==> src/rtl/id_operand_stage_pkg.sv <==
// Shared constants for the decode/operand-fetch stage: MIPS instruction field
// positions, the hard-wired zero register index and the default data width.
package id_operand_stage_pkg;

  localparam int DATA_W_DEF = 32;
  localparam int INSTR_W    = 32;

  localparam int OPCODE_MSB = 31;
  localparam int OPCODE_LSB = 26;
  localparam int RS_MSB     = 25;
  localparam int RS_LSB     = 21;
  localparam int RT_MSB     = 20;
  localparam int RT_LSB     = 16;
  localparam int FUNCT_MSB  = 5;
  localparam int FUNCT_LSB  = 0;

  localparam logic [4:0] REG_ZERO = 5'd0;

endpackage

==> src/rtl/id_operand_stage_reg_file.sv <==
// 2**ADDR_W x DATA_W general register file: two asynchronous read ports and one
// synchronous write port. Register 0 is never written and always reads zero.
module id_operand_stage_reg_file
  import id_operand_stage_pkg::*;
#(
  parameter int DATA_W = DATA_W_DEF,
  parameter int ADDR_W = 5
) (
  input  logic              clk,
  input  logic              rst_n,
  input  logic [ADDR_W-1:0] ra_addr_i,
  output logic [DATA_W-1:0] ra_data_o,
  input  logic [ADDR_W-1:0] rb_addr_i,
  output logic [DATA_W-1:0] rb_data_o,
  input  logic              we_i,
  input  logic [ADDR_W-1:0] wa_i,
  input  logic [DATA_W-1:0] wd_i
);

  localparam int NREGS = 2 ** ADDR_W;

  logic [DATA_W-1:0] regs_q [NREGS];

  always_ff @(posedge clk or negedge rst_n) begin
    if (!rst_n) begin
      for (int i = 0; i < NREGS; i++) begin
        regs_q[i] <= '0;
      end
    end else if (we_i && (wa_i != REG_ZERO)) begin
      regs_q[wa_i] <= wd_i;
    end
  end

  // Reads see the value stored before the current edge's write.
  assign ra_data_o = (ra_addr_i == REG_ZERO) ? '0 : regs_q[ra_addr_i];
  assign rb_data_o = (rb_addr_i == REG_ZERO) ? '0 : regs_q[rb_addr_i];

endmodule

==> src/rtl/id_operand_stage.sv <==
// Decode/operand-fetch stage: reads rs/rt on accept and presents a registered
// {instruction, regA, regB} bundle. Optional macro WB_BYPASS_EN adds write-through on accept.
module id_operand_stage
  import id_operand_stage_pkg::*;
#(
  parameter int DATA_W = DATA_W_DEF,
  parameter int ADDR_W = 5
) (
  input  logic               clk,
  input  logic               rst_n,
  input  logic               in_valid,
  output logic               in_ready,
  input  logic [INSTR_W-1:0] in_instr,
  input  logic               wb_en,
  input  logic [ADDR_W-1:0]  wb_addr,
  input  logic [DATA_W-1:0]  wb_data,
  output logic               out_valid,
  input  logic               out_ready,
  output logic [INSTR_W-1:0] instruction,
  output logic [DATA_W-1:0]  regA,
  output logic [DATA_W-1:0]  regB
);

  // Handshake: a transfer happens on an edge where valid && ready. in_ready is
  // combinational so a full stage refills in the same cycle its bundle drains;
  // out_valid stays high and the payload stays stable until out_ready is seen.

  logic               out_valid_q;
  logic [INSTR_W-1:0] instr_q;
  logic [DATA_W-1:0]  rega_q, regb_q;

  logic [ADDR_W-1:0]  rs, rt, held_rs, held_rt;
  logic [DATA_W-1:0]  rf_a, rf_b, opa, opb;
  logic               accept, wb_live;

  assign rs      = in_instr[RS_MSB:RS_LSB];
  assign rt      = in_instr[RT_MSB:RT_LSB];
  assign held_rs = instr_q[RS_MSB:RS_LSB];
  assign held_rt = instr_q[RT_MSB:RT_LSB];

  assign in_ready = !out_valid_q || out_ready;
  assign accept   = in_valid && in_ready;
  assign wb_live  = wb_en && (wb_addr != REG_ZERO);

  id_operand_stage_reg_file #(
    .DATA_W (DATA_W),
    .ADDR_W (ADDR_W)
  ) u_reg_file (
    .clk       (clk),
    .rst_n     (rst_n),
    .ra_addr_i (rs),
    .ra_data_o (rf_a),
    .rb_addr_i (rt),
    .rb_data_o (rf_b),
    .we_i      (wb_en),
    .wa_i      (wb_addr),
    .wd_i      (wb_data)
  );

`ifdef WB_BYPASS_EN
  // wb_live excludes register 0, so a zero index never picks up write data.
  assign opa = (wb_live && (wb_addr == rs)) ? wb_data : rf_a;
  assign opb = (wb_live && (wb_addr == rt)) ? wb_data : rf_b;
`else
  assign opa = rf_a;
  assign opb = rf_b;
`endif

  always_ff @(posedge clk or negedge rst_n) begin
    if (!rst_n) begin
      out_valid_q <= 1'b0;
      instr_q     <= '0;
      rega_q      <= '0;
      regb_q      <= '0;
    end else if (accept) begin
      out_valid_q <= 1'b1;
      instr_q     <= in_instr;
      rega_q      <= opa;
      regb_q      <= opb;
    end else if (out_valid_q && out_ready) begin
      out_valid_q <= 1'b0;
    end else if (out_valid_q) begin
      // Stalled bundle tracks writes to its own source registers.
      if (wb_live && (wb_addr == held_rs)) rega_q <= wb_data;
      if (wb_live && (wb_addr == held_rt)) regb_q <= wb_data;
    end
  end

  assign out_valid   = out_valid_q;
  assign instruction = instr_q;
  assign regA        = rega_q;
  assign regB        = regb_q;

endmodule

==> config.mk <==
export PLATFORM = sky130hd
export DESIGN_NAME = id_operand_stage
export DESIGN_NICKNAME = d
export VERILOG_FILES = /design/src/rtl/id_operand_stage_pkg.sv /design/src/rtl/id_operand_stage_reg_file.sv /design/src/rtl/id_operand_stage.sv
export SDC_FILE = /design/constraint.sdc
export NUM_CORES = 2
export LEC_CHECK = 0
export CAP_MARGIN = 10
export CORE_ASPECT_RATIO = 1.1
export CORE_MARGIN = 2
export CORE_UTILIZATION = 51
export DETAILED_ROUTE_END_ITERATION = 10
export GPL_TIMING_DRIVEN = 0
export PLACE_DENSITY = 0.75
export SETUP_SLACK_MARGIN = 0.4
export SLEW_MARGIN = 20
export SYNTH_ARGS = -nofsm -noshare
export SYNTH_HDL_FRONTEND = slang
export SYNTH_HIERARCHICAL = 1
export SYNTH_SLANG_ARGS = --single-unit
==> constraint.sdc <==
create_clock -name clk -period 1.7 [get_ports clk]
set_clock_uncertainty 0.05 [all_clocks]
set_input_delay 0.34 -clock clk [delete_from_list [all_inputs] [get_ports clk]]
set_output_delay 0.34 -clock clk [all_outputs]
set_load 0.01 [all_outputs]
# Yosys cells after proc, flatten, opt, wreduce, memory -nomap -nowiden
# Cells that the tools add are included.
# word_totals
ff_bits,1121
input_bits,74
out_inout_bits,98
word_cells,84
# op_classes
order_cmp,4
eq_ne,3
mux,21
n_bitwise,3
reduce_logical,17
# op_table
operator,count
$bwmux 1024,1
$mux 32,15
$bmux 32 s5,2
$demux 32 s5,1
$ge 6x6->1 const B,3
$not 5->6,3
$eq 5x5->1,2
$logic_not 5->1,2
$reduce_bool 2->1,4
$logic_and 1x1->1,6
$lt 6x1->1 const B,1
$reduce_and 3->1,2
$reduce_bool 5->1,1
$mux 1,2
$ne 2x2->1 const B,1
$logic_not 1->1,1
$logic_or 1x1->1,1

# Depth between registers and ports, before layout
# depth
depth_word,7
depth_mapped,9

# Modules after synthesis
# Netlist, hierarchy kept.
# modules_own_cells
mod,instances,cells_each,area_per_inst_um2,seq_area_each_um2
id_operand_stage_reg_file,1,3619,54382.2,25624.6
id_operand_stage,1,471,4819.6,2427.3

# Worst setup path after synthesis
# OpenSTA, ideal clock, no wires.
# synth_timing
path_kind,in2reg
from,input port in_instr[22]
to,register rega_q[12] (netlist: regA[12])
setup_ns,0.141
arrival_time_ns,1.909
required_ns,1.509
slack_ns,-0.401
stages,8
path_buffers,2
path_cell_list,buf_2 buf_2 mux4_2 mux2_2 o21ai_0 a311oi_1 nor2_1 a31oi_1
# synth_via
elab_chain_len,6
word_cells_on_any_way,7
cone_classes,5 x mux; 1 x bitwise; 1 x reduce/logical
# synth_lines
item,line_no,text
"start, declared",id_operand_stage.sv:13,"input logic [INSTR_W-1:0] in_instr,"
$not 5->6 (not written as such),id_operand_stage_reg_file.sv:35,assign ra_data_o = (ra_addr_i == REG_ZERO) ? '0 : regs_q[ra_addr_i];
$bmux 32 s5,id_operand_stage_reg_file.sv:35,
$mux 32 (not written as such) (2 in a row),id_operand_stage_reg_file.sv:35,
$mux 32 (*),id_operand_stage_reg_file.sv:35,
via opa[12],id_operand_stage.sv:33,"logic [DATA_W-1:0] rf_a, rf_b, opa, opb;"
$mux 32 (*),id_operand_stage.sv:75,end else if (accept) begin
"end signal, assigned",id_operand_stage.sv:78,rega_q <= opa;
"end signal, assigned",id_operand_stage.sv:84,if (wb_live && (wb_addr == held_rs)) rega_q <= wb_data;
"end, declared",id_operand_stage.sv:30,"logic [DATA_W-1:0] rega_q, regb_q;"
# The timed path passes the listed nets; every way through them passes the cells marked *. The select of a mux whose other input is x is not followed.
# A chain may end at the register's enable or synchronous reset.

# Worst setup path after layout
# layout_timing
from,register u_reg_file/regs_q[945] (netlist bit)
to,register rega_q[17] (netlist: regA[17])
# layout_via
elab_chain_len,5
# layout_lines
item,line_no,text
"start, declared",id_operand_stage_reg_file.sv:22,logic [DATA_W-1:0] regs_q [NREGS];
"start signal, assigned by index",id_operand_stage_reg_file.sv:30,regs_q[wa_i] <= wd_i;
$bmux 32 s5,id_operand_stage_reg_file.sv:35,
$mux 32 (not written as such) (2 in a row),id_operand_stage_reg_file.sv:35,
$mux 32,id_operand_stage_reg_file.sv:35,
via opa[17],id_operand_stage.sv:33,
$mux 32,id_operand_stage.sv:75,
# The timed path passes the listed nets, and every way through them passes these cells. The select of a mux whose other input is x is not followed.

==> flow_results.xml <==
<?xml version="1.0" encoding="UTF-8"?>
<metrics>
  <group name="critical_path">
    <metric name="worst-path-stages" unit="">6</metric>
    <metric name="critical_path_class" unit="">register to register</metric>
    <metric name="critPathTopFamily" unit="">compound AO/OA/AOI/OAI gates</metric>
    <metric name="timing.critical_path.cells" unit="">mux4_2, nor2b_4, a211oi_4, a311oi_2, nor2_4, a31oi_1</metric>
    <metric name="crit_fanout" unit="">3</metric>
    <metric name="start_kind" unit="">register</metric>
    <metric name="reg2reg_setup_slack" unit="ns">-0.37</metric>
    <metric name="critical_path.slowest_cell" unit="">sky130_fd_sc_hd__mux4_2</metric>
    <metric name="worst-endpoint-arrival" unit="ns">2.61</metric>
    <metric name="worst-endpoint-required" unit="ns">2.24</metric>
    <metric name="worstSetupEndpointType" unit="">register</metric>
    <metric name="worst_r2r_startpoint" unit="">u_reg_file/regs_q[945]$_DFFE_PN0P_</metric>
    <metric name="reg2reg_depth" unit="">6</metric>
    <metric name="cp.buffers_inverters" unit="">0</metric>
    <metric name="worst_r2r_endpoint" unit="">regA[17]$_DFFE_PN0P_</metric>
    <metric name="peak_per_stage_delay_on_the_critical_path" unit="ns">0.47</metric>
  </group>
  <group name="yosys">
    <metric name="synthAdderAreaFrac" unit="%">0</metric>
    <metric name="synthDominantCellAreaShare" unit="%">47.4</metric>
    <metric name="post_synth_main_area_contributors" unit="">sky130_fd_sc_hd__dfrtp_1, sky130_fd_sc_hd__mux2_2, sky130_fd_sc_hd__mux4_2</metric>
    <metric name="synth_xor_area_share" unit="%">0.118</metric>
    <metric name="synth_compound_area_share" unit="%">6.01</metric>
    <metric name="synth_mux_area_share" unit="%">39.9</metric>
    <metric name="syn-instance-count" unit="">4090</metric>
    <metric name="synth_enable_flop_cells" unit="">0</metric>
    <metric name="synthArstFlopShare" unit="%">100</metric>
    <metric name="synth.distinct_cells" unit="">42</metric>
    <metric name="synth.yosys.seq_area_share" unit="%">47.4</metric>
    <metric name="synth_simple_gate_area_share" unit="%">2.71</metric>
    <metric name="syn_area" unit="mm^2">0.0592</metric>
    <metric name="number_of_warnings_reported_in_the_yosys_synthesis_log" unit="">6</metric>
    <metric name="synth_top_family_by_area" unit="">multiplexers</metric>
    <metric name="netlist.top_cell.by_area" unit="">sky130_fd_sc_hd__dfrtp_1</metric>
    <metric name="synth_fp_nets" unit="">4164</metric>
    <metric name="synth_top_flop_cell" unit="">sky130_fd_sc_hd__dfrtp_1</metric>
    <metric name="synth-seq-cells" unit="">1121</metric>
    <metric name="syn-mean-instance-area" unit="um^2">14.5</metric>
  </group>
  <group name="global_routing">
    <metric name="grt_max_degree" unit="">144</metric>
    <metric name="first_global_vias" unit="">45400</metric>
    <metric name="wire_length_of_the_first_global_routing_pass" unit="um">336000</metric>
    <metric name="grt_antenna_before_repair" unit="">19</metric>
    <metric name="grt-ovfl-total" unit="">0</metric>
    <metric name="gr-usage-all-layers" unit="%">40.1</metric>
  </group>
  <group name="detailed_routing">
    <metric name="m1WireLength" unit="um">80900</metric>
    <metric name="via_count" unit="">46800</metric>
    <metric name="dr.first_iter.drc_count" unit="">7143</metric>
    <metric name="postRouteWirelength" unit="um">250000</metric>
    <metric name="routed-wl-met3" unit="um">37800</metric>
    <metric name="detail_route.drc_violations" unit="">0</metric>
    <metric name="ant_nets" unit="">0</metric>
    <metric name="met2WireLength" unit="um">106000</metric>
    <metric name="detail_route.wl_per_cell" unit="um">40.0</metric>
    <metric name="routed_via_density" unit="">7.49</metric>
    <metric name="detailedRoute.firstPassIterationCount" unit="">11</metric>
    <metric name="topRoutingLayerUsed" unit="">met5</metric>
  </group>
  <group name="floorplan">
    <metric name="fp-row-count" unit="">131</metric>
    <metric name="fp.dieW" unit="um">329</metric>
    <metric name="initial_utilization" unit="%">51.2</metric>
    <metric name="fp.dieArea" unit="mm^2">0.119</metric>
    <metric name="core_area" unit="mm^2">0.116</metric>
    <metric name="fp.dieH" unit="um">361</metric>
    <metric name="top_level_ports" unit="">172</metric>
  </group>
  <group name="hold_path">
    <metric name="worst_hold_path_type" unit="">input pin to asynchronous set/reset pin</metric>
  </group>
  <group name="power">
    <metric name="p_sw" unit="mW">25.5</metric>
    <metric name="cellInternalPower" unit="mW">59.1</metric>
    <metric name="share_clk_of_total_power" unit="%">32.3</metric>
    <metric name="power.leakage" unit="nW">32.2</metric>
    <metric name="sw_share" unit="%">30.2</metric>
    <metric name="seq_power_share" unit="%">42.3</metric>
    <metric name="pwr-share-comb" unit="%">25.4</metric>
    <metric name="power.density" unit="mW/mm^2">1130</metric>
    <metric name="ir_drop" unit="mV">0.958</metric>
  </group>
  <group name="placed_design">
    <metric name="place.detailed.instances" unit="">5801</metric>
    <metric name="io_buffers" unit="">171</metric>
    <metric name="dpl.hpwl" unit="um">157000</metric>
    <metric name="gp_congestion" unit="">0.985</metric>
  </group>
  <group name="cts">
    <metric name="tritoncts.num_buffers" unit="">117</metric>
    <metric name="tritoncts" unit="">built</metric>
    <metric name="clock_tree.root_cell" unit="">sky130_fd_sc_hd__clkbuf_16</metric>
    <metric name="path_clk_slew" unit="ns">0.06</metric>
    <metric name="cts_buffer_depth" unit="">3</metric>
    <metric name="clock_insertion_delay_worst_skew" unit="ns">0.78</metric>
    <metric name="ctsHtreeMaxLevel" unit="">3</metric>
    <metric name="cts.sinks" unit="">1121</metric>
  </group>
  <group name="flow_run">
    <metric name="cap_viol_max_count" unit="">0</metric>
  </group>
  <group name="sta">
    <metric name="setup_ws" unit="ns">-0.375</metric>
    <metric name="fmax" unit="MHz">482</metric>
    <metric name="tightest_slew" unit="ns">1.08</metric>
    <metric name="layout_min_cycle_time" unit="ns">2.07</metric>
    <metric name="fin_crit_sh" unit="%">122</metric>
    <metric name="finalSetupTns" unit="ns">-16.38</metric>
    <metric name="slew_headroom" unit="%">27.9</metric>
    <metric name="rsz0062_at_grt" unit="">true</metric>
    <metric name="setup-violations-final" unit="">91</metric>
    <metric name="final.hold.worst_slack" unit="ns">-0.140</metric>
    <metric name="finalHoldViolCount" unit="">235</metric>
    <metric name="drv_slew" unit="">0</metric>
  </group>
  <group name="outcome">
    <metric name="violations" unit="">hold timing, setup timing</metric>
    <metric name="outcome" unit="">finished, violations left</metric>
  </group>
  <group name="cells_and_area">
    <metric name="layout_area_overhead" unit="%">27.2</metric>
    <metric name="fin_nets" unit="">4684</metric>
    <metric name="post_route_cells_drive_above_1_share" unit="%">58.7</metric>
    <metric name="layoutNonFillerInstCount" unit="">6255</metric>
    <metric name="finish.utilization" unit="%">65.1</metric>
  </group>
</metrics>
-- through the flow --
| step | power (mW) | cell area [um^2] | setup WS (ns) |
|---|---|---|---|
| floorplan | 46.8 | 60500 | -0.235 |
| global placement | 52.5 | 64100 | -50.91 |
| detailed placement | 53.5 | 64400 | -2.63 |
| CTS | 81.7 | 72200 | -0.236 |
| global route | 86.7 | 75200 | -0.373 |
| finish | 84.7 | 75300 | -0.375 |
-- cell families after synthesis --
logic type                count (synthesis)
muxes                                  1664
and+or+nand+nor                         302
DFF                                    1121
xor gates and xnor gates                  8
AOI/OAI and AO/OA                       502
buffers and inverters                   493
-- repair_timing --
action	4_1_cts	5_1_grt
pin swaps	120	146
hold buffers	11	4
setup buffers	60	108
cloned	14	22
endpoints found under the setup margin	1661	1826
endpoints found under the hold margin	294	239
gates resized for setup	988	815
-- cells in the mapped netlist, types with 65 or more instances --
cell / count
sky130_fd_sc_hd__mux4_2: 448
sky130_fd_sc_hd__nor2_1: 84
sky130_fd_sc_hd__nand4_1: 65
sky130_fd_sc_hd__clkbuf_1: 240
sky130_fd_sc_hd__o21ai_0: 114
sky130_fd_sc_hd__buf_2: 187
sky130_fd_sc_hd__dfrtp_1: 1121
sky130_fd_sc_hd__nor2b_1: 70
sky130_fd_sc_hd__mux2i_1: 128
sky130_fd_sc_hd__mux2_2: 1056
-- flip-flops by register name, summed over array words and instances, names as in the netlist --
| name | flops |
|---|---|
| regB | 32 |
| u_reg_file/regs_q | 1024 |
| out_valid | 1 |
| instruction | 32 |
| regA | 32 |
-- worst register-to-register path, stage by stage (launching register included) --
cell and delay (ns):
sky130_fd_sc_hd__dfrtp_1 0.39, sky130_fd_sc_hd__mux4_2 0.47, sky130_fd_sc_hd__nor2b_4 0.15, sky130_fd_sc_hd__a211oi_4 0.32, sky130_fd_sc_hd__a311oi_2 0.11, sky130_fd_sc_hd__nor2_4 0.32, sky130_fd_sc_hd__a31oi_1 0.11
-- power groups by stage --
stage | combinational, mW | clock, mW | sequential, mW
finish | 21.5 | 27.3 | 35.8
global route | 22.1 | 28.4 | 36.2
CTS | 19.1 | 27.2 | 35.3
detailed placement | 17.8 | 0 | 35.8
global placement | 16.9 | 0 | 35.6
floorplan | 12.2 | 0 | 34.6
-- placed cells by master (no fill, tap or decap), types with 23 or more instances in the layout --
cell type / n
sky130_fd_sc_hd__dfrtp_1: 1110
sky130_fd_sc_hd__mux2_2: 839
sky130_fd_sc_hd__mux4_2: 448
sky130_fd_sc_hd__mux2_4: 226
sky130_fd_sc_hd__buf_4: 193
sky130_fd_sc_hd__clkbuf_16: 151
sky130_fd_sc_hd__clkbuf_1: 141
sky130_fd_sc_hd__mux2i_1: 128
sky130_fd_sc_hd__buf_6: 104
sky130_fd_sc_hd__clkbuf_2: 81
sky130_fd_sc_hd__buf_12: 77
sky130_fd_sc_hd__clkbuf_8: 76
sky130_fd_sc_hd__buf_2: 65
sky130_fd_sc_hd__nand4_1: 65
sky130_fd_sc_hd__a31oi_1: 64
sky130_fd_sc_hd__clkdlybuf4s50_1: 55
sky130_fd_sc_hd__nor2_1: 49
sky130_fd_sc_hd__buf_8: 47
sky130_fd_sc_hd__o31ai_1: 44
sky130_fd_sc_hd__o21ai_2: 41
sky130_fd_sc_hd__nor2b_1: 36
sky130_fd_sc_hd__a221oi_1: 36
sky130_fd_sc_hd__a22oi_1: 35
sky130_fd_sc_hd__a311oi_1: 34
sky130_fd_sc_hd__a211oi_2: 32
sky130_fd_sc_hd__nor2b_4: 31
sky130_fd_sc_hd__o21ai_1: 31
sky130_fd_sc_hd__nand2_1: 30
sky130_fd_sc_hd__a311oi_2: 30
sky130_fd_sc_hd__a211oi_4: 30
sky130_fd_sc_hd__clkbuf_4: 29
sky130_fd_sc_hd__a22oi_2: 29
sky130_fd_sc_hd__o21ai_0: 27
sky130_fd_sc_hd__clkinv_2: 24
sky130_fd_sc_hd__mux2_1: 23
-- cell type report --
| cell class | instances | area (um^2) |
|---|---|---|
| Clock inverter | 45 | 542 |
| Tap cell | 1529 | 1910 |
| Inverter | 2 | 7.51 |
| Antenna cell | 19 | 47.5 |
| Timing Repair Buffer | 401 | 4200 |
| Clock buffer | 171 | 3490 |
| Sequential cell | 1121 | 28100 |
| Buffer | 491 | 4980 |
| Fill cell | 7713 | 40300 |
| Multi-Input combinational cell | 2476 | 32000 |
-- metal layers --
metal	vias to the layer above	track usage (%)
li1	16900	-
met1	24000	47.3
met2	4406	56.8
met3	1498	18.6
met4	24	30.9
met5	-	0.246
-- how the worst max path moves through the flow --
stage,start,endpoint,slack (ns)
2_1_floorplan,in_instr[20],regB[1]$_DFFE_PN0P_,-0.23
3_3_place_gp,rst_n,u_reg_file/regs_q[1004]$_DFFE_PN0P_,-50.91
3_5_place_dp,in_instr[24],regA[30]$_DFFE_PN0P_,-2.63
4_1_cts,u_reg_file/regs_q[945]$_DFFE_PN0P_,regA[17]$_DFFE_PN0P_,-0.24
5_1_grt,u_reg_file/regs_q[945]$_DFFE_PN0P_,regA[17]$_DFFE_PN0P_,-0.37
6_report,u_reg_file/regs_q[945]$_DFFE_PN0P_,regA[17]$_DFFE_PN0P_,-0.37
Power figures use the tool's default switching activity.
